<file path="src/rtl/security_pkg.sv">
// Shared types and constants for the lock's failed-attempt supervisor.
//   state_t    : supervisor state (NORMAL / ALARM)
//   MOD3_*     : encodings of the mod-3 comparator result
//   led_therm  : thermometer decode of the attempt count for the warning LEDs
package security_pkg;

    typedef enum logic {
        NORMAL = 1'b0,
        ALARM  = 1'b1
    } state_t;

    localparam logic [1:0] MOD3_NONE = 2'b00;
    localparam logic [1:0] MOD3_OK   = 2'b01;
    localparam logic [1:0] MOD3_BAD  = 2'b10;

    function automatic logic [2:0] led_therm(input logic [3:0] count, input logic alarm);
        if (alarm || count >= 4'd3) return 3'b111;
        else if (count == 4'd2)     return 3'b011;
        else if (count == 4'd1)     return 3'b001;
        else                        return 3'b000;
    endfunction

endpackage

</file>
<file path="src/rtl/security_edge_sync.sv">
// Two-flop synchronizer followed by a registered rising-edge detector.
//   clk   : system clock
//   rst_n : asynchronous active-low reset
//   din   : raw asynchronous level (enter button)
//   pulse : one-cycle pulse per rising edge of din
module edge_sync (
    input  logic clk,
    input  logic rst_n,
    input  logic din,
    output logic pulse
);

    logic sync_p0;
    logic sync_p1;
    logic prev_p2;

    always_ff @(posedge clk or negedge rst_n) begin
        if (!rst_n) begin
            sync_p0 <= 1'b0;
            sync_p1 <= 1'b0;
            prev_p2 <= 1'b0;
            pulse   <= 1'b0;
        end else begin
            // stage 0/1: metastability filter
            sync_p0 <= din;
            sync_p1 <= sync_p0;
            // stage 2: previous synchronized level and registered edge
            prev_p2 <= sync_p1;
            pulse   <= sync_p1 & ~prev_p2;
        end
    end

endmodule

</file>
<file path="src/rtl/security.sv">
// Failed-attempt supervisor of the digital lock.
// Counts wrong-code entries, drives warning LEDs and buzzer enable, and enters
// ALARM after ALARM_LIMIT wrong entries. ALARM is left only through a bypass
// request held for BYPASS_HOLD consecutive cycles, which also pulses rst_all.
//   clk, rst_n       : clock, asynchronous active-low reset
//   mode             : 0 = unlock mode (attempts counted), 1 = set-code mode
//   mod3_out         : comparator result (00 none, 01 ok, 10 wrong, 11 ignored)
//   enter            : raw enter button level
//   lock_rst         : synchronous clear of the attempt count (NORMAL only)
//   enb_by_pass_def  : bypass/default request level
//   enb_frequency    : buzzer enable (high in ALARM)
//   led_4            : thermometer warning LEDs
//   rst_all          : one-cycle system reset pulse on bypass exit
//   led_count        : current wrong-attempt count
module security
    import security_pkg::*;
#(
    parameter int ALARM_LIMIT = 3,
    parameter int BYPASS_HOLD = 16
) (
    input  logic       clk,
    input  logic       rst_n,
    input  logic       mode,
    input  logic [1:0] mod3_out,
    input  logic       enter,
    input  logic       lock_rst,
    input  logic       enb_by_pass_def,
    output logic       enb_frequency,
    output logic [2:0] led_4,
    output logic       rst_all,
    output logic [3:0] led_count
);

    localparam int              BP_W      = $clog2(BYPASS_HOLD + 1);
    localparam logic [3:0]      LIMIT     = 4'(ALARM_LIMIT);
    localparam logic [BP_W-1:0] HOLD_LAST = BP_W'(BYPASS_HOLD - 1);

    state_t          state, state_nxt;
    logic [3:0]      count, count_nxt;
    logic [BP_W-1:0] bp_cnt, bp_cnt_nxt;
    logic            bp_lock, bp_lock_nxt;
    logic            rst_all_nxt;
    logic            entry;

    edge_sync u_enter_sync (
        .clk   (clk),
        .rst_n (rst_n),
        .din   (enter),
        .pulse (entry)
    );

    always_ff @(posedge clk or negedge rst_n) begin
        if (!rst_n) begin
            state   <= NORMAL;
            count   <= '0;
            bp_cnt  <= '0;
            bp_lock <= 1'b0;
            rst_all <= 1'b0;
        end else begin
            state   <= state_nxt;
            count   <= count_nxt;
            bp_cnt  <= bp_cnt_nxt;
            bp_lock <= bp_lock_nxt;
            rst_all <= rst_all_nxt;
        end
    end

    always_comb begin
        state_nxt   = state;
        count_nxt   = count;
        bp_cnt_nxt  = '0;
        // after a bypass exit, the request must drop before it can count again
        bp_lock_nxt = bp_lock & enb_by_pass_def;
        rst_all_nxt = 1'b0;
        case (state)
            NORMAL: begin
                if (lock_rst) begin
                    count_nxt = '0;
                end else if (entry && !mode) begin
                    if (mod3_out == MOD3_BAD) begin
                        count_nxt = count + 4'd1;
                        if (count + 4'd1 == LIMIT) state_nxt = ALARM;
                    end else if (mod3_out == MOD3_OK) begin
                        count_nxt = '0;
                    end
                end
            end
            ALARM: begin
                if (enb_by_pass_def && !bp_lock) begin
                    if (bp_cnt == HOLD_LAST) begin
                        state_nxt   = NORMAL;
                        count_nxt   = '0;
                        rst_all_nxt = 1'b1;
                        bp_lock_nxt = 1'b1;
                    end else begin
                        bp_cnt_nxt = bp_cnt + 1'b1;
                    end
                end
            end
            default: state_nxt = NORMAL;
        endcase
    end

    assign led_count     = count;
    assign enb_frequency = (state == ALARM);
    assign led_4         = led_therm(count, state == ALARM);

endmodule

</file>
<file path="config.mk">
export PLATFORM = sky130hd
export DESIGN_NAME = security
export DESIGN_NICKNAME = d
export VERILOG_FILES = /design/src/rtl/security_pkg.sv /design/src/rtl/security_edge_sync.sv /design/src/rtl/security.sv
export SDC_FILE = /design/constraint.sdc
export NUM_CORES = 1
export LEC_CHECK = 0
export ABC_AREA = 1
export CAP_MARGIN = 15
export CORE_MARGIN = 2
export CORE_UTILIZATION = 39
export DETAILED_ROUTE_END_ITERATION = 7
export PLACE_DENSITY = 0.73
export REMOVE_ABC_BUFFERS = 1
export SYNTH_ARGS = -nofsm -noshare
export SYNTH_HDL_FRONTEND = slang
export SYNTH_HIERARCHICAL = 1
export SYNTH_SLANG_ARGS = --single-unit
export TNS_END_PERCENT = 10
</file>
<file path="constraint.sdc">
create_clock -name clk -period 2.5 [get_ports clk]
set_input_delay 0.5 -clock clk [delete_from_list [all_inputs] [get_ports clk]]
set_output_delay 0.5 -clock clk [all_outputs]
set_load 0.02 [all_outputs]
</file>
==> results.ini <==
[pwr]
seq_power_share_pct = 56.0
power.share.clock_pct = 34.5
vdd_drop_max_mv = 0.3963
static-leakage-power_nw = 0.4986
comb_power_share_pct = 9.6
switching_share_pct = 22.01
internal_power_w = 0.0003733
net-switching-power_w = 0.0001053
pwr_density_nw_per_um2 = 470.6

[synth]
synth-edff-count = 0
yosys_most_used_dff = sky130_fd_sc_hd__dfrtp_1
syn-instance-count = 93
ys_top_cells_by_count = sky130_fd_sc_hd__nand2_1 (21), sky130_fd_sc_hd__dfrtp_1 (16), sky130_fd_sc_hd__nor2_1 (15)
synth.ff_latch_count = 16
yosysMostFrequentCell = sky130_fd_sc_hd__nand2_1
synth_area_um2 = 788.3
post_synth_num_cell_types = 18
synth.area.top_cells = sky130_fd_sc_hd__dfrtp_1 (51%), sky130_fd_sc_hd__nand2_1 (10%), sky130_fd_sc_hd__nor2_1 (7.1%)
async_reset_ff_share_pct = 100.0
synthDominantCellAreaShare_pct = 50.79
syn-mean-instance-area_um2 = 8.476
synth_seq_area_share_pct = 50.79
synth_top_area_cell = sky130_fd_sc_hd__dfrtp_1
synth_warnings = 6

[critical_path]
cp_slowest_stage_delay_ns = 0.54
crit_path_start_kind = flop
crit_buf_inv = 1
cp_cell_sequence = ha_1 > nor3_2 > nand2_1 > clkdlybuf4s50_1
cpLargestDelayFamily = buffers and inverters
crit_required_ns = 2.00
crit_slowest_cell = sky130_fd_sc_hd__clkdlybuf4s50_1
worst_ep_arrival_ns = 1.85
worst-setup-path-type = flop to output pin
timing.critical_path.fanout_max = 8
endpoint_kind = output pin

[job]
cap_violations = 0

[routing]
dr.pass1.iters = 3
avgRoutedWirePerCell_um = 9.414
drt-total-wl_mm = 1.318
ant_nets = 0
drt_first_iter_violations = 4
residual_drc_count = 0
route.vias.total = 607
avgViaCountPerCell = 4.336

[hold_path]
worstHoldPathType = flop to flop

[layout]
antenna_cells = 0
filler_cell_count = 190
post_route_cells_drive_above_1_share_pct = 9.735
synthToLayoutAreaGrowth_pct = 29.05
design.final.nets = 126

[floorplanning]
std_cell_rows = 16
fp.dieH_um = 48.96
ioPinCount = 17
coreArea_um2 = 1942
die_width_um = 48.96
floorplan.initialDensity_pct = 40.59
die_area_um2 = 2397

[clock_tree]
clock_latency_ns = 0.28
cts.path.max_buffers = 2
tritoncts = built
cts-hold-fix-buffers = 0
cts.clk_slew.worst_paths_ns = 0.09
tritoncts.num_buffers = 3
htree_levels = 1
clock_tree.root_cell = sky130_fd_sc_hd__clkbuf_4
postCtsResizedCells = 1
tritoncts_num_sinks = 16
cts_post_setup_buffers_inserted = 0

[global_routing]
globalRouteTotalUtil_pct = 11.84
grt_pass1_vias = 536
grt_pass1_wl_mm = 2.180
grt_max_degree = 17
grt.overflow.total = 0
antenna_found_initial = 0

[sta]
setup_repair_after_global_routing_missed_its_margin = false
period_share_pct = 93.82
timing.max_slew.rel_slack_pct = 54.55
final_critical_path_setup_slack_ns = 0.1546
setup-violations-final = 0
tightest_slew_ns = 0.6796
final-max-slew-violation-count = 0
setup_total_negative_slack_ns = 0
finalClockSkew_ns = 0.001552
achievable-frequency_mhz = 426.4
final.min_clock_period_ns = 2.345
timing_hold_violations_final = 0

[placement]
detailedPlacementHpwl_mm = 1.073
preCtsSetupSlack_ns = 0.2517
final_replace_weighted_congestion = 0.8401
port_buffers = 16

[run_status]
outcome = finished clean

[placed cells by master, fill, tap and decap left out, drive strengths merged, types with 3 or more instances in the layout]
master | Yosys | final
nor3 | 3 | 3
nand3 | 9 | 9
nand2 | 24 | 24
inv | 14 | 14
dfrtp | 16 | 16
ha | 4 | 4
clkbuf | 0 | 4
clkdlybuf4s50 | 0 | 15
nor2 | 17 | 17
[cell type report]
type                            count  area (µm²)  share of cell area, %
Inverter                           14       52.55                  5.166
Clock buffer                        4       36.28                  3.567
Sequential cell                    16       400.4                  39.36
Multi-Input combinational cell     63       335.3                  32.96
Tap cell                           27       33.78                  3.321
Timing Repair Buffer               16       158.9                  15.62
[power groups by stage]
stage	clock network, W	registers, W	logic [W]
after floorplan	0	0.000274	0.0000188
after global placement	0	0.000273	0.0000470
after detailed placement	0	0.000273	0.0000475
after CTS	0.000172	0.000268	0.0000466
after global routing	0.000184	0.000269	0.0000509
final	0.000165	0.000268	0.0000459
[sequential cells by signal, indices dropped and copies added, names as in the netlist]
signal                count
u_enter_sync/sync_p1      1
u_enter_sync/sync_p0      1
rst_all                   1
enb_frequency             1
led_count                 4
bp_cnt                    5
u_enter_sync/pulse        1
u_enter_sync/prev_p2      1
bp_lock                   1
[worst paths after layout]
kind,endpoint,depth (start not counted),slack (ns),startpoint
min in group asynchronous,bp_lock,1,0.63,rst_n
max in group asynchronous,u_enter_sync/prev_p2,1,1.44,rst_n
max reg2reg,led_count[2],5,1.20,led_count[0]
max,led_4[1],4,0.15,led_count[0]
min,u_enter_sync/sync_p1,0,0.35,u_enter_sync/sync_p0
min reg2reg,u_enter_sync/sync_p1,0,0.35,u_enter_sync/sync_p0
[metrics by stage]
step	hold slack (ns)	power, W	instance area, µm²	std cells	util, %
5_1_grt	0.3693	0.0005037	1017	140	52.38
4_1_cts	0.3558	0.0004869	1017	140	52.38
2_1_floorplan	0.2044	0.0002932	788.3	93	-
3_3_place_gp	0.3331	0.0003198	982.2	136	50.58
3_5_place_dp	0.3347	0.0003206	982.2	136	50.58
6_report	0.3535	0.0004787	1017	140	52.38
[kinds of logic after synthesis]
logic type	synth area share [%]
and+or+nand+nor	33.18
AOI/OAI and AO/OA	0.7942
xor gates and xnor gates	2.223
buffers and inverters	6.667
adders and majority gates	6.349
DFF	50.79
[metal layers]
metal  GRT usage, %  vias to the layer above  share of wire, %
met5              0                        -                 0
met2          20.32                       16                46
met1          13.89                      263                48
met4          5.714                        0                 0
met3          2.761                        0               5.8
li1               -                      328                 -
Note: power is estimated with default switching activity, not from simulation.
